## src/rtl/read_bank_filler_if.sv

```systemverilog
// read_bank_filler_if: control, memory-beat stream and bank-write bus of the read bank filler.
interface read_bank_filler_if #(
  parameter int BANK_WIDTH             = 10,
  parameter int MEM_BUFFER_DEPTH_BYTES = 512
);
  localparam int WORDS = MEM_BUFFER_DEPTH_BYTES / 8;
  logic                                      start;
  logic [$clog2(WORDS):0]                    row_words;
  logic [$clog2(BANK_WIDTH):0]               num_rows;
  logic [63:0]                               mem_data;
  logic                                      mem_valid;
  logic                                      mem_ready;
  logic                                      wr;
  logic [$clog2(BANK_WIDTH)-1:0]             write_sel;
  logic [$clog2(MEM_BUFFER_DEPTH_BYTES)-1:0] address;
  logic [63:0]                               data_out;
  logic                                      busy;
  logic                                      done;
  modport master (
    output start, row_words, num_rows, mem_data, mem_valid,
    input  mem_ready, wr, write_sel, address, data_out, busy, done
  );
  modport slave (
    input  start, row_words, num_rows, mem_data, mem_valid,
    output mem_ready, wr, write_sel, address, data_out, busy, done
  );
endinterface

```

## src/rtl/read_bank_filler.sv

```systemverilog
// read_bank_filler: writes a stream of 64-bit beats row by row into the filter read banks.
module read_bank_filler #(
  parameter int BANK_WIDTH             = 10,
  parameter int MEM_BUFFER_DEPTH_BYTES = 512
) (
  input logic              clk,
  input logic              rst_n,
  read_bank_filler_if.slave bus
);
  localparam int WORDS = MEM_BUFFER_DEPTH_BYTES / 8;
  localparam int WW    = $clog2(WORDS);
  localparam int RWW   = WW + 1;
  localparam int SW    = $clog2(BANK_WIDTH);
  localparam int NRW   = SW + 1;
  localparam int AW    = $clog2(MEM_BUFFER_DEPTH_BYTES);
  typedef enum logic [1:0] {IDLE, FILL, DRAIN, DONE} state_t;
  state_t         state;
  logic [NRW-1:0] nr, nr_c;
  logic [RWW-1:0] rw, rw_c;
  logic [WW-1:0]  word_cnt;
  logic [SW-1:0]  row_cnt;
  logic           last_word, last_row;
  always_comb begin
    nr_c      = bus.num_rows > NRW'(BANK_WIDTH) ? NRW'(BANK_WIDTH) : bus.num_rows;
    rw_c      = bus.row_words > RWW'(WORDS) ? RWW'(WORDS) : bus.row_words;
    last_word = RWW'(word_cnt) == rw - RWW'(1);
    last_row  = NRW'(row_cnt) == nr - NRW'(1);
  end
  always_ff @(posedge clk or negedge rst_n)
    if (!rst_n) begin
      state         <= IDLE;
      nr            <= '0;
      rw            <= '0;
      word_cnt      <= '0;
      row_cnt       <= '0;
      bus.wr        <= 1'b0;
      bus.write_sel <= '0;
      bus.address   <= '0;
      bus.data_out  <= '0;
      bus.busy      <= 1'b0;
      bus.done      <= 1'b0;
      bus.mem_ready <= 1'b0;
    end else begin
      bus.wr   <= 1'b0;
      bus.done <= 1'b0;
      case (state)
        IDLE: if (bus.start) begin
          nr       <= nr_c;
          rw       <= rw_c;
          word_cnt <= '0;
          row_cnt  <= '0;
          if (nr_c == '0 || rw_c == '0) begin
            state    <= DONE;
            bus.done <= 1'b1;
          end else begin
            state         <= FILL;
            bus.busy      <= 1'b1;
            bus.mem_ready <= 1'b1;
          end
        end
        FILL: if (bus.mem_valid && bus.mem_ready) begin
          bus.wr        <= 1'b1;
          bus.data_out  <= bus.mem_data;
          bus.write_sel <= row_cnt;
          bus.address   <= AW'({word_cnt, 3'b000});
          word_cnt      <= last_word ? '0 : word_cnt + WW'(1);
          if (last_word && last_row) begin
            state         <= DRAIN;
            bus.mem_ready <= 1'b0;
          end else if (last_word)
            row_cnt <= row_cnt + SW'(1);
        end
        DRAIN: begin
          state    <= DONE;
          bus.busy <= 1'b0;
          bus.done <= 1'b1;
        end
        default: state <= IDLE;
      endcase
    end
endmodule

```

## src/flat_wrapper.sv

```systemverilog
// flat-port wrapper written by rule: the top's interface ports become plain ports
module read_bank_filler_flat 
#(
  parameter int BANK_WIDTH             = 10,
  parameter int MEM_BUFFER_DEPTH_BYTES = 512
)
  (clk, rst_n, bus_start, bus_row_words, bus_num_rows, bus_mem_data, bus_mem_valid, bus_mem_ready, bus_wr, bus_write_sel, bus_address, bus_data_out, bus_busy, bus_done);
  read_bank_filler_if #(.BANK_WIDTH(BANK_WIDTH), .MEM_BUFFER_DEPTH_BYTES(MEM_BUFFER_DEPTH_BYTES)) bus_i ();
  input logic clk;
  input logic rst_n;
  input wire logic [$bits(bus_i.start)-1:0] bus_start;
  input wire logic [$bits(bus_i.row_words)-1:0] bus_row_words;
  input wire logic [$bits(bus_i.num_rows)-1:0] bus_num_rows;
  input wire logic [$bits(bus_i.mem_data)-1:0] bus_mem_data;
  input wire logic [$bits(bus_i.mem_valid)-1:0] bus_mem_valid;
  output wire logic [$bits(bus_i.mem_ready)-1:0] bus_mem_ready;
  output wire logic [$bits(bus_i.wr)-1:0] bus_wr;
  output wire logic [$bits(bus_i.write_sel)-1:0] bus_write_sel;
  output wire logic [$bits(bus_i.address)-1:0] bus_address;
  output wire logic [$bits(bus_i.data_out)-1:0] bus_data_out;
  output wire logic [$bits(bus_i.busy)-1:0] bus_busy;
  output wire logic [$bits(bus_i.done)-1:0] bus_done;
  assign bus_i.start = bus_start;
  assign bus_i.row_words = bus_row_words;
  assign bus_i.num_rows = bus_num_rows;
  assign bus_i.mem_data = bus_mem_data;
  assign bus_i.mem_valid = bus_mem_valid;
  assign bus_mem_ready = bus_i.mem_ready;
  assign bus_wr = bus_i.wr;
  assign bus_write_sel = bus_i.write_sel;
  assign bus_address = bus_i.address;
  assign bus_data_out = bus_i.data_out;
  assign bus_busy = bus_i.busy;
  assign bus_done = bus_i.done;
  read_bank_filler #(.BANK_WIDTH(BANK_WIDTH), .MEM_BUFFER_DEPTH_BYTES(MEM_BUFFER_DEPTH_BYTES)) u_core (.clk(clk), .rst_n(rst_n), .bus(bus_i));
endmodule
```

## config.mk

```make
export PLATFORM = sky130hd
export DESIGN_NAME = read_bank_filler_flat
export DESIGN_NICKNAME = d
export VERILOG_FILES = /design/src/rtl/read_bank_filler_if.sv /design/src/rtl/read_bank_filler.sv /design/src/flat_wrapper.sv
export SDC_FILE = /design/constraint.sdc
export NUM_CORES = 1
export LEC_CHECK = 0
export ABC_AREA = 1
export CAP_MARGIN = 0
export CORE_MARGIN = 2
export CORE_UTILIZATION = 41
export DETAILED_ROUTE_END_ITERATION = 16
export GPL_TIMING_DRIVEN = 0
export PLACE_DENSITY = 0.77
export SLEW_MARGIN = 20
export SYNTH_ARGS = -nofsm -noshare
export SYNTH_HDL_FRONTEND = slang
export SYNTH_SLANG_ARGS = --single-unit
```

## constraint.sdc

```tcl
create_clock -name clk -period 1.85 [get_ports clk]
set_clock_uncertainty 0.1 [all_clocks]
set_input_delay 0.37 -clock clk [delete_from_list [all_inputs] [get_ports clk]]
set_output_delay 0.37 -clock clk [all_outputs]
set_load 0.005 [all_outputs]
```

==> results.md <==
* Slew Limit Fails at 0
* Initial antenna violation count at 0
* Pwr Total at 10050 uW
* Unrepaired setup endpoints after global routing: yes
* Worst-path cell chain: inv_2 > ha_4 > xor2_2 > nand2_1 > nor2_2 > nand2_1 > inv_2 > nand2_4 > a21oi_4 > nand3_1 > nand2_1
* Min cycle time layout at 1.868 ns
* Reg clk slew, reported paths at 0.10 ns
* Die Wd at 109.6 um
* HP Class: reg -> reg
* Vias per cell at 4.690
* Largest net degree at the start of global routing at 58
* Fin cells at 894
* Post-synthesis sequential area ratio at 0.5580
* Min-delay src: u_core.bus.data_out[41]$_DFFE_PN0P_
* YS warnings at 0
* H-tree depth at 3
* Worst Reg-to-Reg Cells at 11
* Placed instance count at 861
* Total gr overflow at 0
* CTS buffer count at 9
* # clock sinks at 102
* End of the worst hold path: u_core.bus.data_out[41]$_DFFE_PN0P_
* Die height at 109.6 um
* Final hold violation count at 0
* GR peak layer: met2
* CTS max path bufs at 2
* Final worst slack at -0.01818 ns
* Outcome: finished with violations
* Crit Path Max Fanout at 8
* Most frequent CP cell: nand2_1
* Initial drt markers at 283
* Port bufs at 157
* P&R area growth vs syn at 50.36%
* CP Class: reg -> reg
* Worst setup EP type: flip-flop
* Post-DP HPWL at 8726 um
* First-pass GRT wire length at 18330 um
* Met2 Resource Use GR at 0.3382
* Flop2flop setup slack at -0.02 ns
* Worst hold path cell count at 2
* Post-synthesis average cell area at 8.154 um2
* Synthesized netlist cell count at 561
* Period Utilization, post-route at 1.010
* Clk_lat worst skew at 0.36 ns
* Final net count at 837
* FF+latch count, synth at 102
* Die Area at 12020 um2
* Worst path slowest cell: dfrtp_1
* Peak Freq at 535.3 MHz
* GR met3 Demand/Resource at 0.03260
* DRC at 0
* Wire length per cell at 12.98 um
* DP Worst Slack at -0.3001 ns
* Unique masters post-synth at 26
* Post-Route WL at 11610 um
* Final setup violation count at 4
* Cell area after synthesis at 4574 um2
* I/O pin count at 161
* PwrDens at 1461 nW/um2
* Routed Antenna Nets at 0
* Antenna Cells at 0
* Initial DRT Pass Iterations at 5
* Via count at 4193
* GRT Resource Usage Total at 0.1953
* Clock Tree Root: clkbuf_8
* Vias in the first global route at 4021
* RR Startpoint: u_core.rw[1]$_DFFE_PN0P_
* RD Place Congestion at 0.8141
* Std-Cell Core Area at 10840 um2
* Worst EP required at 2.06 ns
* Worst r2r dst: u_core.row_cnt[1]$_DFFE_PN0P_
* CTS tree: built
* Met1 track demand over resource at 0.2367
* Share of post-route cells with drive strength above 1 at 0.1141
* CP startpoint kind: flip-flop
* Row cnt at 38
* Starting Density at 0.4220
* Leak at 0.003418 uW
* Maximum vdd drop at 0.7109 mV
* MaxCap Viol Count at 0
* Max incr delay on CP at 0.38 ns
* Failing checks: setup timing
* Critical path data arrival time at 2.08 ns
-- kinds of logic (layout without fill, tap and decap cells) --
family / count (synthesis) / count (layout) / share of synthesized area
AO/OA/AOI/OAI: 30 / 30 / 0.03857
XOR/XNOR: 10 / 10 / 0.01915
adder cells (fa/ha/maj): 8 / 8 / 0.02188
buffers and inverters: 63 / 254 / 0.05853
flip-flops: 102 / 102 / 0.5580
other: 1 / 3 / 0.0008198
AND/OR/NAND/NOR: 347 / 347 / 0.3031
-- worst max-delay path: cells and delay by family (launching register included) --
kind | cells | cell delay, ns
buffers and inverters | 2 | 0.13
xor gates and xnor gates | 1 | 0.12
AOI/OAI and AO/OA | 1 | 0.27
adders and majority gates | 1 | 0.27
DFF | 1 | 0.38
and+or+nand+nor | 6 | 0.55
-- how the worst max path moves through the flow --
stage	start	end
after floorplan	u_core.rw[0]$_DFFE_PN0P_	u_core.state[0]$_DFFE_PN0P_
after global placement	rst_n	u_core.bus.data_out[7]$_DFFE_PN0P_
after detailed placement	u_core.state[1]$_DFFE_PN0P_	u_core.bus.data_out[3]$_DFFE_PN0P_
after CTS	u_core.state[1]$_DFFE_PN0P_	u_core.bus.data_out[52]$_DFFE_PN0P_
after global routing	u_core.rw[1]$_DFFE_PN0P_	u_core.row_cnt[0]$_DFFE_PN0P_
final	u_core.rw[1]$_DFFE_PN0P_	u_core.row_cnt[1]$_DFFE_PN0P_
-- cells in the final DEF, fill, tap and decap left out, types with 2 or more instances in the layout --
cell / n
nand3_2: 3
nand3_1: 19
a21oi_4: 2
xor2_1: 8
conb_1: 3
inv_1: 31
inv_2: 10
clkdlybuf4s50_1: 156
a21oi_1: 4
nand2_1: 278
o21ai_1: 10
dfrtp_1: 102
clkbuf_8: 9
nand2_2: 4
o21ai_0: 10
o22ai_1: 3
ha_4: 2
clkinv_2: 4
clkbuf_1: 2
ha_1: 5
nor3_1: 4
nor2_1: 25
nor2_4: 2
nand4_1: 5
buf_6: 14
nor2_2: 3
buf_4: 17
buf_8: 4
-- synth_stat cells --
| library cell | number | area (um2) |
|---|---|---|
| a21oi_1 | 4 | 20.02 |
| a21oi_4 | 2 | 32.53 |
| buf_2 | 1 | 5.000 |
| buf_4 | 8 | 60.06 |
| clkbuf_1 | 11 | 41.29 |
| clkinv_1 | 1 | 3.750 |
| conb_1 | 1 | 3.750 |
| dfrtp_1 | 102 | 2552 |
| ha_1 | 8 | 100.1 |
| inv_1 | 33 | 123.9 |
| inv_2 | 9 | 33.78 |
| nand2_1 | 282 | 1059 |
| nand2_2 | 1 | 6.260 |
| nand3_1 | 21 | 105.1 |
| nand3_2 | 2 | 20.02 |
| nand4_1 | 5 | 31.28 |
| nor2_1 | 26 | 97.59 |
| nor2_2 | 4 | 25.02 |
| nor3_1 | 4 | 20.02 |
| nor3_4 | 1 | 16.27 |
| o21ai_0 | 11 | 55.05 |
| o21ai_1 | 10 | 50.05 |
| o22ai_1 | 3 | 18.77 |
| or2_1 | 1 | 6.260 |
| xnor2_1 | 1 | 8.760 |
| xor2_1 | 9 | 78.83 |
-- stage by stage --
step / utilization / hold slack [ns] / instance area [um2] / setup TNS [ns]
after floorplan: - / -0.02559 / 4582 / 0
after global placement: 0.5838 / 0.3525 / 6329 / -366.98
after detailed placement: 0.5865 / 0.2278 / 6357 / -19.44
after CTS: 0.6161 / 0.3802 / 6679 / 0
after global routing: 0.6345 / 0.4032 / 6878 / -1.639
final: 0.6345 / 0.3770 / 6878 / -0.04084
-- layer usage --
metal,vias up,share of wire
met3,19,0.064
met1,1960,0.41
met5,-,0
met4,0,0.021
li1,2099,-
met2,115,0.50
-- sequential cells by signal, summed over array words and instances, names as in the netlist --
signal and flops:
u_core.bus.data_out 64, u_core.rw 7, u_core.bus.address 6, u_core.word_cnt 6, u_core.nr 5, u_core.bus.write_sel 4, u_core.row_cnt 4, u_core.state 2
u_core.bus.busy 1, u_core.bus.done 1, u_core.bus.mem_ready 1, u_core.bus.wr 1
-- cell type report --
| class | count | area (um2) |
|---|---|---|
| buffer | 18 | 193.9 |
| clock buffer | 11 | 131.4 |
| clock inverter | 5 | 50.05 |
| fill | 914 | 3963 |
| inverter | 43 | 166.4 |
| multi-input combinational | 398 | 1848 |
| sequential | 102 | 2552 |
| tap | 140 | 175.2 |
| timing repair buffer | 177 | 1760 |
-- power breakdown --
group          switching [uW]  total (uW)  internal [uW]
logic                    2370        5080           2710
registers                 515        3620           3110
clock network             729        1350            619
total                    3610       10000           6430
-- what timing repair did --
action | in CTS | in global routing
setup endpoints to repair | 85 | 90
pin swaps | 3 | 11
hold buffers | 1 | 0
buffers inserted | 10 | 8
hold endpoints to repair | 45 | 0
gates resized for setup | 24 | 54
(Power assumes the default switching activity.)
==> edit, RTL diff (same settings) <==
Encoding of `state_t`: now Gray code (2 bits for 4 states).
--- a/src/rtl/read_bank_filler.sv
+++ b/src/rtl/read_bank_filler.sv
@@ -14,5 +14,5 @@
   localparam int NRW   = SW + 1;
   localparam int AW    = $clog2(MEM_BUFFER_DEPTH_BYTES);
-  typedef enum logic [1:0] {IDLE, FILL, DRAIN, DONE} state_t;
+  typedef enum logic [1:0] {IDLE = 2'b00, FILL = 2'b01, DRAIN = 2'b11, DONE = 2'b10} state_t;
   state_t         state;
   logic [NRW-1:0] nr, nr_c;
Check against the original RTL: same outputs for any inputs over 4 cycles, from zero or initial values and one cycle with rst_n low; so few cycles prove little.
==> edit against the original RTL <==
- the run still ends with setup timing left
- critical endpoint is now u_core.row_cnt[2]
- via count rose by 1.4%
- power rose by 2.3%
- sequential cell count did not move
- design area rose by 1.2%
- largest power group unchanged
- area after synthesis rose by 0.49%
- wire length rose by 5.1%
- setup slack improved by 4.3 ps
==> edit: results (changes against the original RTL) <==
* Worst min path class: flip-flop to flip-flop
* Post-synthesis xor/xnor area fraction at 1.33% (-0.58 points)
* Met2 GRT Util at 34.6% (+0.80 points)
* Violated checks: setup timing
* Slowest-stage cell, CP: dfrtp_1
* Number of global-route vias before repair at 4165 (+3.6%)
* First-pass GRT wire length at 18400 µm (+0.26%)
* Final HPWL DP at 8830 µm (+1.2%)
* Fin nets at 844 (+0.84%)
* Placer Congestion at 0.893 (+9.7%)
* Largest net degree at the start of global routing at 53 (-8.6%)
* Post-synthesis adder-cell area fraction at 2.18% (-0.011 points)
* TNS Setup at -14.5 ps (+26.4 ps)
* Synth Instances at 565 (+0.71%)
* Met3 usage at 4.21% (+0.95 points)
* Drt pass-1 iters at 4 (-1)
* Seq/Total Area, Yosys at 55.5% (-0.27 points)
* DR iter-0 viols at 243 (-14%)
* Final Setup Violations at 2 (-2)
* Leak at 3.43 nW (+0.47%)
* Clock Tree Buf Depth at 2 (unchanged)
* Outcome: finished, violations left
* Fill count at 899 (-1.6%)
* Drt via density at 4.72 (+0.57%)
* Sw frac at 37.2% (+1.3 points)
* Drt total wl at 12200 µm (+5.1%)
* Crit-path leading delay family: simple AND/OR/NAND/NOR gates
* Setup WS post-layout at -13.8 ps (+4.35 ps)
* Synth Area in Compound Gates at 4.00% (+0.14 points)
* PortBufs at 157 (unchanged)
* GRT Total Usage at 19.3% (-0.20 points)
* Worst vdd ir at 0.803 mV (+13%)
* # placed instances at 865 (+0.46%)
* Post-synth top cells: nand2_1 (280), dfrtp_1 (102), inv_1 (36)
* Met1 Usage GRT at 22.5% (-1.1 points)
* Initial antenna violation count at 0 (unchanged)
* Fin cells at 901 (+0.78%)
* Synth area leaders: dfrtp_1 (56%), nand2_1 (23%), nand3_1 (3.0%)
* Netlist cell types at 31 (+19%)
* Share of layout cells above drive strength 1 at 12.7% (+1.3 points)
## edit: changes by cell type after synthesis, moves of 2 or more
cell,before,now
nand3_1,21,28
o21ai_0,11,17
inv_2,9,4
xor2_1,9,4
buf_2,1,4
inv_1,33,36
o21ai_1,10,7
buf_4,8,6
clkbuf_1,11,9
nand2_1,282,280
o22ai_1,3,1
xnor2_1,1,3
## edit: timing repair
item / CTS / global route
buffers inserted: 11 / 5
resized for setup: 21 / 58
pin swaps: 9 / 21
endpoints found under the setup margin: 93 / 85
hold endpoints to repair: 50 / 0
hold buffers: 1 / 0
cloned: 0 / 4
## edit: cell type report
type	count	area share [%]
inverter	41	2.39
tap	140	2.52
timing repair buffer	179	26.0
sequential	102	36.7
multi-input combinational	404	27.3
clock inverter	6	0.989
buffer	19	2.32
clock buffer	10	1.83
## edit: worst paths after layout
check | start | endpoint | slack, ps | cells after the start
max | u_core.rw[0] | u_core.row_cnt[2] | -10 | 11
min | u_core.bus.write_sel[3] | u_core.bus.write_sel[3] | 380 | 2
max reg2reg | u_core.rw[0] | u_core.row_cnt[2] | -10 | 11
min reg2reg | u_core.bus.write_sel[3] | u_core.bus.write_sel[3] | 380 | 2
max in group asynchronous | rst_n | u_core.bus.data_out[29] | 640 | 3
min in group asynchronous | rst_n | u_core.nr[1] | 410 | 2
## edit: power groups by stage
stage / combinational (mW) / sequential [mW] / clock (mW)
after floorplan: 2.25 / 3.70 / 0
after global placement: 4.41 / 3.65 / 0
after detailed placement: 4.56 / 3.68 / 0
after CTS: 4.84 / 3.63 / 1.47
after global routing: 5.81 / 3.75 / 1.55
final: 5.22 / 3.65 / 1.42
## edit: stage by stage
| step | worst slack, ps | instance area, µm² | utilization [%] |
|---|---|---|---|
| global placement | -3500 | 6350 | 58.3 |
| detailed placement | -321 | 6380 | 58.6 |
| finish | -13.8 | 6960 | 63.9 |
| global route | -135 | 6960 | 63.9 |
| floorplan | 103 | 4600 | - |
| CTS | 7.87 | 6730 | 61.8 |
## edit: cells by family (layout without fill, tap and decap cells)
kind of cell,count (synthesis),count (layout)
AND/OR/NAND/NOR,353,353
flip-flops,102,102
buffers and inverters,61,255
AO/OA/AOI/OAI,33,33
adder cells (fa/ha/maj),8,8
XOR/XNOR,7,7
other,1,3
## edit: worst min-delay path, cell delays in order (launching register included)
cell     delay, ps
dfrtp_1        350
nand2_1         50
nand2_1         40
## edit: layer usage
| layer | wire [µm] | vias up | share of wire [%] |
|---|---|---|---|
| li1 | - | 2121 | - |
| met1 | 5020 | 1987 | 41 |
| met2 | 6240 | 119 | 51 |
| met4 | 256 | 0 | 2.1 |
| met3 | 674 | 23 | 5.5 |
| met5 | 0 | - | 0 |
